### config.mk
export PLATFORM = sky130hd
export DESIGN_NAME = bram_port_arbiter_flat
export DESIGN_NICKNAME = d
export VERILOG_FILES = /design/src/rtl/bram_port_arbiter_pkg.sv /design/src/rtl/bram_port_arbiter_if.sv /design/src/rtl/bram_port_arbiter_rr_picker2.sv /design/src/rtl/bram_port_arbiter.sv /design/src/flat_wrapper.sv
export SDC_FILE = /design/constraint.sdc
export NUM_CORES = 1
export LEC_CHECK = 0
export BUFFER_PORTS_ARGS = -buffer_cell sky130_fd_sc_hd__buf_2
export CORE_MARGIN = 5
export CORE_UTILIZATION = 44
export DETAILED_ROUTE_END_ITERATION = 10
export GPL_TIMING_DRIVEN = 0
export PLACE_DENSITY = 0.82
export SETUP_SLACK_MARGIN = 0.2
export SLEW_MARGIN = 20
export SYNTH_ARGS = -nofsm -noshare
export SYNTH_HDL_FRONTEND = slang
export SYNTH_SLANG_ARGS = --single-unit
### constraint.sdc
create_clock -name clk -period 2.1 [get_ports clk]
set_input_delay 0.42 -clock clk [delete_from_list [all_inputs] [get_ports clk]]
set_output_delay 0.42 -clock clk [all_outputs]
set_load 0.005 [all_outputs]
### src/rtl/bram_port_arbiter_pkg.sv
`default_nettype none
// ============================================================================
// Module   : bram_port_arbiter_pkg
// Purpose  : Shared definitions for the BRAM port-B arbiter slice: FSM state
//            encoding, requester IDs and default bus widths.
// Options  : BRAM_ARB_FIXED_PRIO_EN (used in rr_picker2, not here)
// Revision : 1.0 - initial release
// ============================================================================
package bram_port_arbiter_pkg;

  localparam int DEFAULT_ADDR_W = 16;
  localparam int DEFAULT_DATA_W = 16;

  // Requester identifiers; the owner register is one bit wide.
  localparam logic REQ0 = 1'b0;
  localparam logic REQ1 = 1'b1;

  typedef enum logic [1:0] {
    IDLE    = 2'd0,
    ACCESS  = 2'd1,
    CAPTURE = 2'd2
  } state_t;

endpackage : bram_port_arbiter_pkg
`default_nettype wire

### src/rtl/bram_port_arbiter_if.sv
`default_nettype none
// ============================================================================
// Module   : bram_port_arbiter_if
// Purpose  : Bundles both requester handshakes, the shared read data, the
//            BRAM port-B pins and the busy flag.
// Ports    : req/we/addr/wdata per requester (in), gnt/done per requester
//            (out), rdata, busy, bram_addr/bram_din/bram_we (out), bram_q (in)
// Modports : slave  - the arbiter
//            master - the surrounding system (requesters + BRAM)
// Revision : 1.0 - initial release
// ============================================================================
interface bram_port_arbiter_if
  import bram_port_arbiter_pkg::*;
#(
  parameter int ADDR_W = DEFAULT_ADDR_W,
  parameter int DATA_W = DEFAULT_DATA_W
);

  logic              req0;
  logic              we0;
  logic [ADDR_W-1:0] addr0;
  logic [DATA_W-1:0] wdata0;
  logic              gnt0;
  logic              done0;

  logic              req1;
  logic              we1;
  logic [ADDR_W-1:0] addr1;
  logic [DATA_W-1:0] wdata1;
  logic              gnt1;
  logic              done1;

  logic [DATA_W-1:0] rdata;
  logic              busy;

  logic [ADDR_W-1:0] bram_addr;
  logic [DATA_W-1:0] bram_din;
  logic              bram_we;
  logic [DATA_W-1:0] bram_q;

  modport slave (
    input  req0, we0, addr0, wdata0,
    input  req1, we1, addr1, wdata1,
    input  bram_q,
    output gnt0, done0, gnt1, done1,
    output rdata, busy,
    output bram_addr, bram_din, bram_we
  );

  modport master (
    output req0, we0, addr0, wdata0,
    output req1, we1, addr1, wdata1,
    output bram_q,
    input  gnt0, done0, gnt1, done1,
    input  rdata, busy,
    input  bram_addr, bram_din, bram_we
  );

endinterface : bram_port_arbiter_if
`default_nettype wire

### src/rtl/bram_port_arbiter_rr_picker2.sv
`default_nettype none
// ============================================================================
// Module   : rr_picker2
// Purpose  : Two-way winner selection. Combinational pick, registered
//            priority pointer that moves to the non-winner on every grant.
// Options  : BRAM_ARB_FIXED_PRIO_EN - requester 0 always wins on contention,
//            no pointer and no clock/reset ports.
// Ports    : i_clk, i_rst (round-robin build only), i_en (arbitration slot),
//            i_req0, i_req1, o_valid (a grant happens), o_winner (REQ0/REQ1)
// Revision : 1.0 - initial release
// ============================================================================
module rr_picker2
  import bram_port_arbiter_pkg::*;
(
`ifndef BRAM_ARB_FIXED_PRIO_EN
  input  wire logic i_clk,
  input  wire logic i_rst,
`endif
  input  wire logic i_en,
  input  wire logic i_req0,
  input  wire logic i_req1,
  output logic      o_valid,
  output logic      o_winner
);

  logic w_contend;

  assign w_contend = i_req0 & i_req1;
  assign o_valid   = i_en & (i_req0 | i_req1);

`ifdef BRAM_ARB_FIXED_PRIO_EN

  assign o_winner = w_contend ? REQ0 : (i_req1 ? REQ1 : REQ0);

`else

  // Pointer names the requester that wins the next contended slot.
  logic r_ptr;

  assign o_winner = w_contend ? r_ptr : (i_req1 ? REQ1 : REQ0);

  // Any grant, contended or not, hands priority to the other side.
  always_ff @(posedge i_clk or posedge i_rst) begin
    if (i_rst) begin
      r_ptr <= REQ0;
    end else if (o_valid) begin
      r_ptr <= ~o_winner;
    end
  end

`endif

endmodule : rr_picker2
`default_nettype wire

### src/rtl/bram_port_arbiter.sv
`default_nettype none
// ============================================================================
// Module   : bram_port_arbiter
// Purpose  : Shares BRAM port B between two requesters, one transaction at a
//            time. Grant +1 cycle, write done +2, read done +3 from the edge
//            the request is sampled in IDLE.
// Options  : BRAM_ARB_FIXED_PRIO_EN - fixed priority to requester 0
//            (selected inside rr_picker2; timing is unchanged).
// Ports    : clk, rst (async, active-high), bus (bram_port_arbiter_if.slave)
// Revision : 1.0 - initial release
// ============================================================================
module bram_port_arbiter
  import bram_port_arbiter_pkg::*;
#(
  parameter int ADDR_W = DEFAULT_ADDR_W,
  parameter int DATA_W = DEFAULT_DATA_W
) (
  input wire logic            clk,
  input wire logic            rst,
  bram_port_arbiter_if.slave  bus
);

  state_t            r_state;
  state_t            w_next;
  logic              r_owner;
  logic [ADDR_W-1:0] r_addr;
  logic [DATA_W-1:0] r_wdata;
  logic              r_we;
  logic              r_gnt0;
  logic              r_gnt1;
  logic              r_done0;
  logic              r_done1;
  logic [DATA_W-1:0] r_rdata;

  logic              w_idle;
  logic              w_grant;
  logic              w_winner;
  logic              w_finish;

  assign w_idle = (r_state == IDLE);

  rr_picker2 u_picker (
`ifndef BRAM_ARB_FIXED_PRIO_EN
    .i_clk    (clk),
    .i_rst    (rst),
`endif
    .i_en     (w_idle),
    .i_req0   (bus.req0),
    .i_req1   (bus.req1),
    .o_valid  (w_grant),
    .o_winner (w_winner)
  );

  // Next state and the "transaction finishes at this edge" strobe.
  always_comb begin
    w_next   = r_state;
    w_finish = 1'b0;
    case (r_state)
      IDLE: begin
        if (w_grant) begin
          w_next = ACCESS;
        end
      end
      ACCESS: begin
        if (r_we) begin
          w_next   = IDLE;
          w_finish = 1'b1;
        end else begin
          w_next = CAPTURE;
        end
      end
      CAPTURE: begin
        w_next   = IDLE;
        w_finish = 1'b1;
      end
      default: begin
        w_next = IDLE;
      end
    endcase
  end

  always_ff @(posedge clk or posedge rst) begin
    if (rst) begin
      r_state <= IDLE;
      r_owner <= REQ0;
      r_addr  <= '0;
      r_wdata <= '0;
      r_we    <= 1'b0;
      r_gnt0  <= 1'b0;
      r_gnt1  <= 1'b0;
      r_done0 <= 1'b0;
      r_done1 <= 1'b0;
      r_rdata <= '0;
    end else begin
      r_state <= w_next;
      r_gnt0  <= w_grant & (w_winner == REQ0);
      r_gnt1  <= w_grant & (w_winner == REQ1);
      r_done0 <= w_finish & (r_owner == REQ0);
      r_done1 <= w_finish & (r_owner == REQ1);
      if (w_grant) begin
        r_owner <= w_winner;
        r_addr  <= (w_winner == REQ1) ? bus.addr1  : bus.addr0;
        r_wdata <= (w_winner == REQ1) ? bus.wdata1 : bus.wdata0;
        r_we    <= (w_winner == REQ1) ? bus.we1    : bus.we0;
      end
      // bram_q reflects the address driven during ACCESS.
      if (r_state == CAPTURE) begin
        r_rdata <= bus.bram_q;
      end
    end
  end

  // Address/data registers only change on a grant edge, so they naturally
  // hold their last values outside ACCESS. The write strobe is decoded from
  // the state register so an async reset kills it immediately.
  assign bus.bram_addr = r_addr;
  assign bus.bram_din  = r_wdata;
  assign bus.bram_we   = (r_state == ACCESS) & r_we;

  assign bus.gnt0  = r_gnt0;
  assign bus.gnt1  = r_gnt1;
  assign bus.done0 = r_done0;
  assign bus.done1 = r_done1;
  assign bus.rdata = r_rdata;
  assign bus.busy  = ~w_idle;

endmodule : bram_port_arbiter
`default_nettype wire
### src/flat_wrapper.sv
// flat-port wrapper written by rule: the top's interface ports become plain ports
module bram_port_arbiter_flat import bram_port_arbiter_pkg::*;
#(
  parameter int ADDR_W = DEFAULT_ADDR_W,
  parameter int DATA_W = DEFAULT_DATA_W
)
  (clk, rst, bus_req0, bus_we0, bus_addr0, bus_wdata0, bus_req1, bus_we1, bus_addr1, bus_wdata1, bus_bram_q, bus_gnt0, bus_done0, bus_gnt1, bus_done1, bus_rdata, bus_busy, bus_bram_addr, bus_bram_din, bus_bram_we);
  bram_port_arbiter_if #(.ADDR_W(ADDR_W), .DATA_W(DATA_W)) bus_i ();
  input wire logic clk;
  input wire logic rst;
  input wire logic [$bits(bus_i.req0)-1:0] bus_req0;
  input wire logic [$bits(bus_i.we0)-1:0] bus_we0;
  input wire logic [$bits(bus_i.addr0)-1:0] bus_addr0;
  input wire logic [$bits(bus_i.wdata0)-1:0] bus_wdata0;
  input wire logic [$bits(bus_i.req1)-1:0] bus_req1;
  input wire logic [$bits(bus_i.we1)-1:0] bus_we1;
  input wire logic [$bits(bus_i.addr1)-1:0] bus_addr1;
  input wire logic [$bits(bus_i.wdata1)-1:0] bus_wdata1;
  input wire logic [$bits(bus_i.bram_q)-1:0] bus_bram_q;
  output wire logic [$bits(bus_i.gnt0)-1:0] bus_gnt0;
  output wire logic [$bits(bus_i.done0)-1:0] bus_done0;
  output wire logic [$bits(bus_i.gnt1)-1:0] bus_gnt1;
  output wire logic [$bits(bus_i.done1)-1:0] bus_done1;
  output wire logic [$bits(bus_i.rdata)-1:0] bus_rdata;
  output wire logic [$bits(bus_i.busy)-1:0] bus_busy;
  output wire logic [$bits(bus_i.bram_addr)-1:0] bus_bram_addr;
  output wire logic [$bits(bus_i.bram_din)-1:0] bus_bram_din;
  output wire logic [$bits(bus_i.bram_we)-1:0] bus_bram_we;
  assign bus_i.req0 = bus_req0;
  assign bus_i.we0 = bus_we0;
  assign bus_i.addr0 = bus_addr0;
  assign bus_i.wdata0 = bus_wdata0;
  assign bus_i.req1 = bus_req1;
  assign bus_i.we1 = bus_we1;
  assign bus_i.addr1 = bus_addr1;
  assign bus_i.wdata1 = bus_wdata1;
  assign bus_i.bram_q = bus_bram_q;
  assign bus_gnt0 = bus_i.gnt0;
  assign bus_done0 = bus_i.done0;
  assign bus_gnt1 = bus_i.gnt1;
  assign bus_done1 = bus_i.done1;
  assign bus_rdata = bus_i.rdata;
  assign bus_busy = bus_i.busy;
  assign bus_bram_addr = bus_i.bram_addr;
  assign bus_bram_din = bus_i.bram_din;
  assign bus_bram_we = bus_i.bram_we;
  bram_port_arbiter #(.ADDR_W(ADDR_W), .DATA_W(DATA_W)) u_core (.clk(clk), .rst(rst), .bus(bus_i));
endmodule
Word level (Yosys, flattened, before mapping)

Cells that the tools add are included.

Register bits after elaboration: 57
Output and inout port bits: 54
Logic and storage cells: 36

Eq/ne operators: 3
Multiplexer cells: 10
Bitwise gates (word level): 11
Reduce and logical (&&, ||, !) cells: 1

Operators with widths:

| operator                                                         | count |
|---|---|
| 16-bit 2-to-1 mux                                                | 2 |
| 1-bit AND                                                        | 7 |
| 1-bit 2-to-1 mux                                                 | 4 |
| 2-bit 2-to-1 mux                                                 | 2 |
| 2-bit one-hot mux with 2 select lines                            | 1 |
| 1-bit NOT                                                        | 3 |
| 2-bit by 1-bit == test with 1-bit output (second input constant) | 1 |
| 2-bit == test (second input constant)                            | 1 |
| 2-bit logical NOT                                                | 1 |
| 2-bit by 1-bit != test with 1-bit output (second input constant) | 1 |
| 1-bit one-hot mux with 2 select lines                            | 1 |
| 1-bit OR                                                         | 1 |

Logic depth before layout (Yosys ltp)

Depth after elaboration: 4
Depth in mapped cells: 6
Mapped depth without buffers: 5

Cells and area by module

From an unflattened synthesis, not the netlist that was laid out.

Cells, all modules: 212
Area, all modules: 2539.9 um^2

By module, submodules not included:

| module            | times used | cells an instance | area an instance (um^2) |
|---|---|---|---|
| bram_port_arbiter | 1          | 205               | 2481.1 |
| rr_picker2        | 1          | 7                 | 58.8 |

Least setup slack after synthesis

OpenSTA, ideal clock, no wires.

Kind: register -> register
From: register u_core.r_state[0]
To: register u_core.r_state[0]
Setup time: 0.125 ns
Data arrival time: 1.390 ns
Required time: 1.975 ns
Path slack: 0.585 ns
Cell stages (with the launch flop): 6
Path buffers: 0
Clock period less this slack: 1.515 ns
Cell sequence: dfrtp_1 inv_1 ha_1 inv_1 nor3_1 mux2_2

Longest elaborated chain between the ends: 3
Elaborated cells between the ends (all ways): 5
Those cells by class: 2 x eq/ne; 1 x mux; 1 x bitwise; 1 x reduce/logical

RTL lines:

| item                                               | RTL line                                         | source |
|---|---|---|
| from (decl)                                        | bram_port_arbiter.sv:23                          | `state_t r_state;` |
| from (signal assigned)                             | bram_port_arbiter.sv:95                          | `r_state <= w_next;` |
| 2-bit logical NOT                                  | bram_port_arbiter.sv:40, bram_port_arbiter.sv:58 |  |
| 1-bit AND                                          | bram_port_arbiter_rr_picker2.sv:29               | `assign o_valid = i_en & (i_req0 \| i_req1);` |
| 2-bit by 1-bit != test with 1-bit output (no line) | n/a                                              |  |

Several ways; a longest one is shown, not always the timed one.
A chain may end at the register's enable or synchronous reset.

Worst setup path after layout

From: register u_core.r_state[0]
To: output bus_busy

Longest elaborated chain between the ends: 2

RTL lines:

| item              | RTL line                 | source |
|---|---|---|
| 2-bit logical NOT | bram_port_arbiter.sv:40  | `assign w_idle = (r_state == IDLE);` |
| 1-bit NOT         | bram_port_arbiter.sv:125 | `assign bus.busy = ~w_idle;` |
| to (decl)         | flat_wrapper.sv:25       | `output wire logic [$bits(bus_i.busy)-1:0] bus_busy;` |

Every way passes these cells.

==> impl_metrics.py <==
metrics = {
    "run_status": {
        "status": "completed",
    },
    "placed_design": {
        "io_buffer_count": 139,
        "routabilityCongestion": 0.733,
        "dp_hpwl_um": 4770,
        "place_area_sq_um": 3230,
    },
    "global_routing": {
        "grt_start_max_net_pins": 58,
        "grt_pass1_wl_um": 10000,
        "gr-total-overflow": 0,
        "antenna_found_initial": 0,
        "groute.usage.overall_pct": 17.7,
        "grt_pass1_vias": 2107,
    },
    "worst_setup_path": {
        "r2r_slack_ns": 0.47,
        "worstSetupPathType": "flop to primary output",
        "cp_cell_sequence": "inv_1 > ha_1 > inv_1 > buf_2",
        "crit_slowest_cell": "dfrtp_1",
        "crit_family": "flip-flops",
        "cp_slowest_stage_delay_ns": 0.39,
        "start_kind": "flop",
        "crit_buf_inv": 3,
        "worstPathMaxFanout": 4,
        "cpMostUsedCell": "inv_1",
        "crit_required_ns": 1.68,
        "worstReg2RegEnd": "u_core.r_state[0]",
        "reg2reg_depth": 5,
        "cp_data_arrival_time_ns": 1.25,
        "rr_startpoint": "u_core.r_state[0]",
        "cp-end-kind": "primary output",
    },
    "timing": {
        "hold_viol_final": 0,
        "period_share_pct": 79.5,
        "skew_ns": 0.00777,
        "relSlewSlack_pct": 54.6,
        "setup_viol": 0,
        "grt_setup_unrepaired": "false",
        "hold_ws_ns": 0.208,
        "layout_min_cycle_time_ns": 1.67,
        "worstMarginPinSlew_ns": 0.681,
        "clock.fmax_mhz": 599,
        "final-max-slew-violation-count": 0,
    },
    "route": {
        "firstDrtPassIters": 4,
        "ant_nets": 0,
        "drcViolationCount": 0,
        "wl_met2_um": 3180,
        "wl_met3_um": 510,
        "routed.top_layer": "met4",
        "postRouteWirelength_um": 6160,
        "post_drt_wl_per_cell_um": 15.2,
        "drtIter0Drc": 44,
        "vias": 2052,
        "wl_met1_um": 2400,
        "avgViaCountPerCell": 5.07,
    },
    "logic_synthesis": {
        "synth.distinct_cells": 23,
        "synth_cells": 179,
        "async_flop_share_pct": 100,
        "seq_area_frac_synth_pct": 58.5,
        "synth_compound_area_share_pct": 15.4,
        "yosys.area_share.simple_pct": 10.7,
        "synth.most_common_cell": "dfrtp_1",
        "synth_nets": 269,
        "yosysWarningCount": 0,
        "synth_area_leader_cell": "dfrtp_1",
        "synth_fa_ha_area_share_pct": 2.05,
        "synth_top_area_share_pct": 58.5,
        "synth_common_cells": "dfrtp_1, a221o_1, and3_1",
        "synth_area_leaders": "dfrtp_1, a221o_1, mux2_2",
        "synth_edf_count": 0,
        "ys_seq_elements": 57,
        "synthesis.area_sq_um": 2440,
        "synthMuxAreaShare_pct": 8.26,
        "synth-main-ff-cell": "dfrtp_1",
        "synth_xor_area_share_pct": 0,
        "synth_top_family_by_area": "compound AO/OA/AOI/OAI gates",
        "avgSynthCellArea_sq_um": 13.6,
    },
    "pwr": {
        "comb_power_share_pct": 39.9,
        "p_clk_share_pct": 20.5,
        "power_leakage_nw": 1.89,
        "p_int_mw": 3.31,
        "total_power_mw": 4.81,
        "powerDensity_nw_per_um2": 1410,
        "swShare_pct": 31.2,
        "seqPwrFrac_pct": 39.7,
        "vdd_drop_max_v": 0.000645,
        "p_sw_mw": 1.50,
    },
    "floorplan": {
        "core_area_sq_um": 5440,
        "num_io_pins": 140,
        "dieArea_sq_um": 7130,
        "dieHeight_um": 84.4,
        "die_w_um": 84.4,
        "rows": 27,
        "start_util_pct": 44.8,
    },
    "final_layout": {
        "antenna_cells": 0,
        "drive_gt1_share_pct": 58.0,
        "syn_to_final_growth_pct": 40.3,
        "nNetsFinal": 419,
        "final_cell_area_sq_um": 3420,
    },
    "worst_hold_path": {
        "hp-class": "primary input to async pin",
    },
    "clock_tree": {
        "cts_buffer_depth": 2,
        "cts_buffers": 9,
        "htree_num_levels": 3,
        "clock-sinks": 57,
        "ctsHoldBuffers": 0,
        "cts_setup_buffers": 0,
        "post_cts_resized": 0,
        "clkLatencyLatePin_ns": 0.31,
        "clk_root_buffer_cell": "clkbuf_8",
        "cts_tree": "done",
        "clk_pin_slew_ns": 0.06,
    },
    "run": {
        "cap_violations": 0,
    },
}
final cells by class:
class | count | area, sq um
buffer | 14 | 101
clock buffer | 12 | 155
clock inverter | 3 | 40.0
fill | 439 | 2020
inverter | 6 | 25.0
multi-input combinational | 102 | 888
sequential | 57 | 1430
tap | 72 | 90.1
timing repair buffer | 139 | 696
metal layers:
| layer | global-route usage [%] | vias to the layer above |
|---|---|---|
| li1 | - | 992 |
| met1 | 22.0 | 969 |
| met2 | 29.1 | 85 |
| met3 | 5.30 | 6 |
| met4 | 6.62 | 0 |
| met5 | 0 | - |
kinds of logic after synthesis:
logic type,after synthesis
buffers and inverters,20
AND/OR/NAND/NOR,42
adder cells (fa/ha/maj),4
multiplexers,18
AO/OA/AOI/OAI,38
flip-flops,57
worst max path at each step:
stage	from	to	slack, ns	cells after the start
detailed placement	u_core.r_state[0]	u_core.r_state[0]	0.45	5
floorplan	rst	u_core.bus.bram_addr[0]	0.28	1
CTS	u_core.r_state[0]	bus_busy	0.41	4
global route	u_core.r_state[0]	bus_busy	0.29	4
global placement	rst	u_core.bus.bram_addr[5]	-0.36	2
finish	u_core.r_state[0]	bus_busy	0.43	4
layout by cell type (no fill, tap or decap), types with 2 or more instances in the layout:
| cell type | synthesis | routed |
|---|---|---|
| buf_2 | 8 | 147 |
| dfrtp_1 | 57 | 57 |
| a221o_1 | 33 | 33 |
| and3_1 | 29 | 29 |
| mux2_2 | 17 | 17 |
| clkbuf_8 | 2 | 13 |
| inv_1 | 6 | 5 |
| and3_2 | 4 | 4 |
| ha_1 | 4 | 4 |
| buf_4 | 3 | 3 |
| a21o_1 | 2 | 2 |
| and2_1 | 2 | 2 |
| nor2_1 | 2 | 2 |
| clkinv_2 | 0 | 2 |
through the flow:
step	util (%)	TNS (ns)	setup WS [ns]	cells
detailed placement	59.3	0	0.453	390
finish	62.9	0	0.430	405
floorplan	-	0	0.280	179
global route	62.9	0	0.293	405
global placement	59.3	-20.62	-0.365	390
CTS	62.9	0	0.408	405
power groups by stage:
stage | Combinational, mW | Clock (mW) | Sequential [mW]
floorplan | 1.09 | 0 | 1.95
global placement | 1.90 | 0 | 1.90
detailed placement | 1.97 | 0 | 1.92
CTS | 1.96 | 1.01 | 1.92
global route | 2.14 | 1.07 | 1.99
finish | 1.92 | 0.984 | 1.91
state kept, by name, indices dropped and copies added, names as in the netlist:
signal                 count
u_core.r_owner             1
u_core.bus.bram_din       16
u_core.bus.done1           1
u_core.u_picker.r_ptr      1
u_core.bus.bram_addr      16
u_core.bus.gnt0            1
u_core.bus.gnt1            1
u_core.r_we                1
u_core.bus.rdata          16
u_core.r_state             2
u_core.bus.done0           1
No activity file was read; power rests on OpenSTA's default activity.
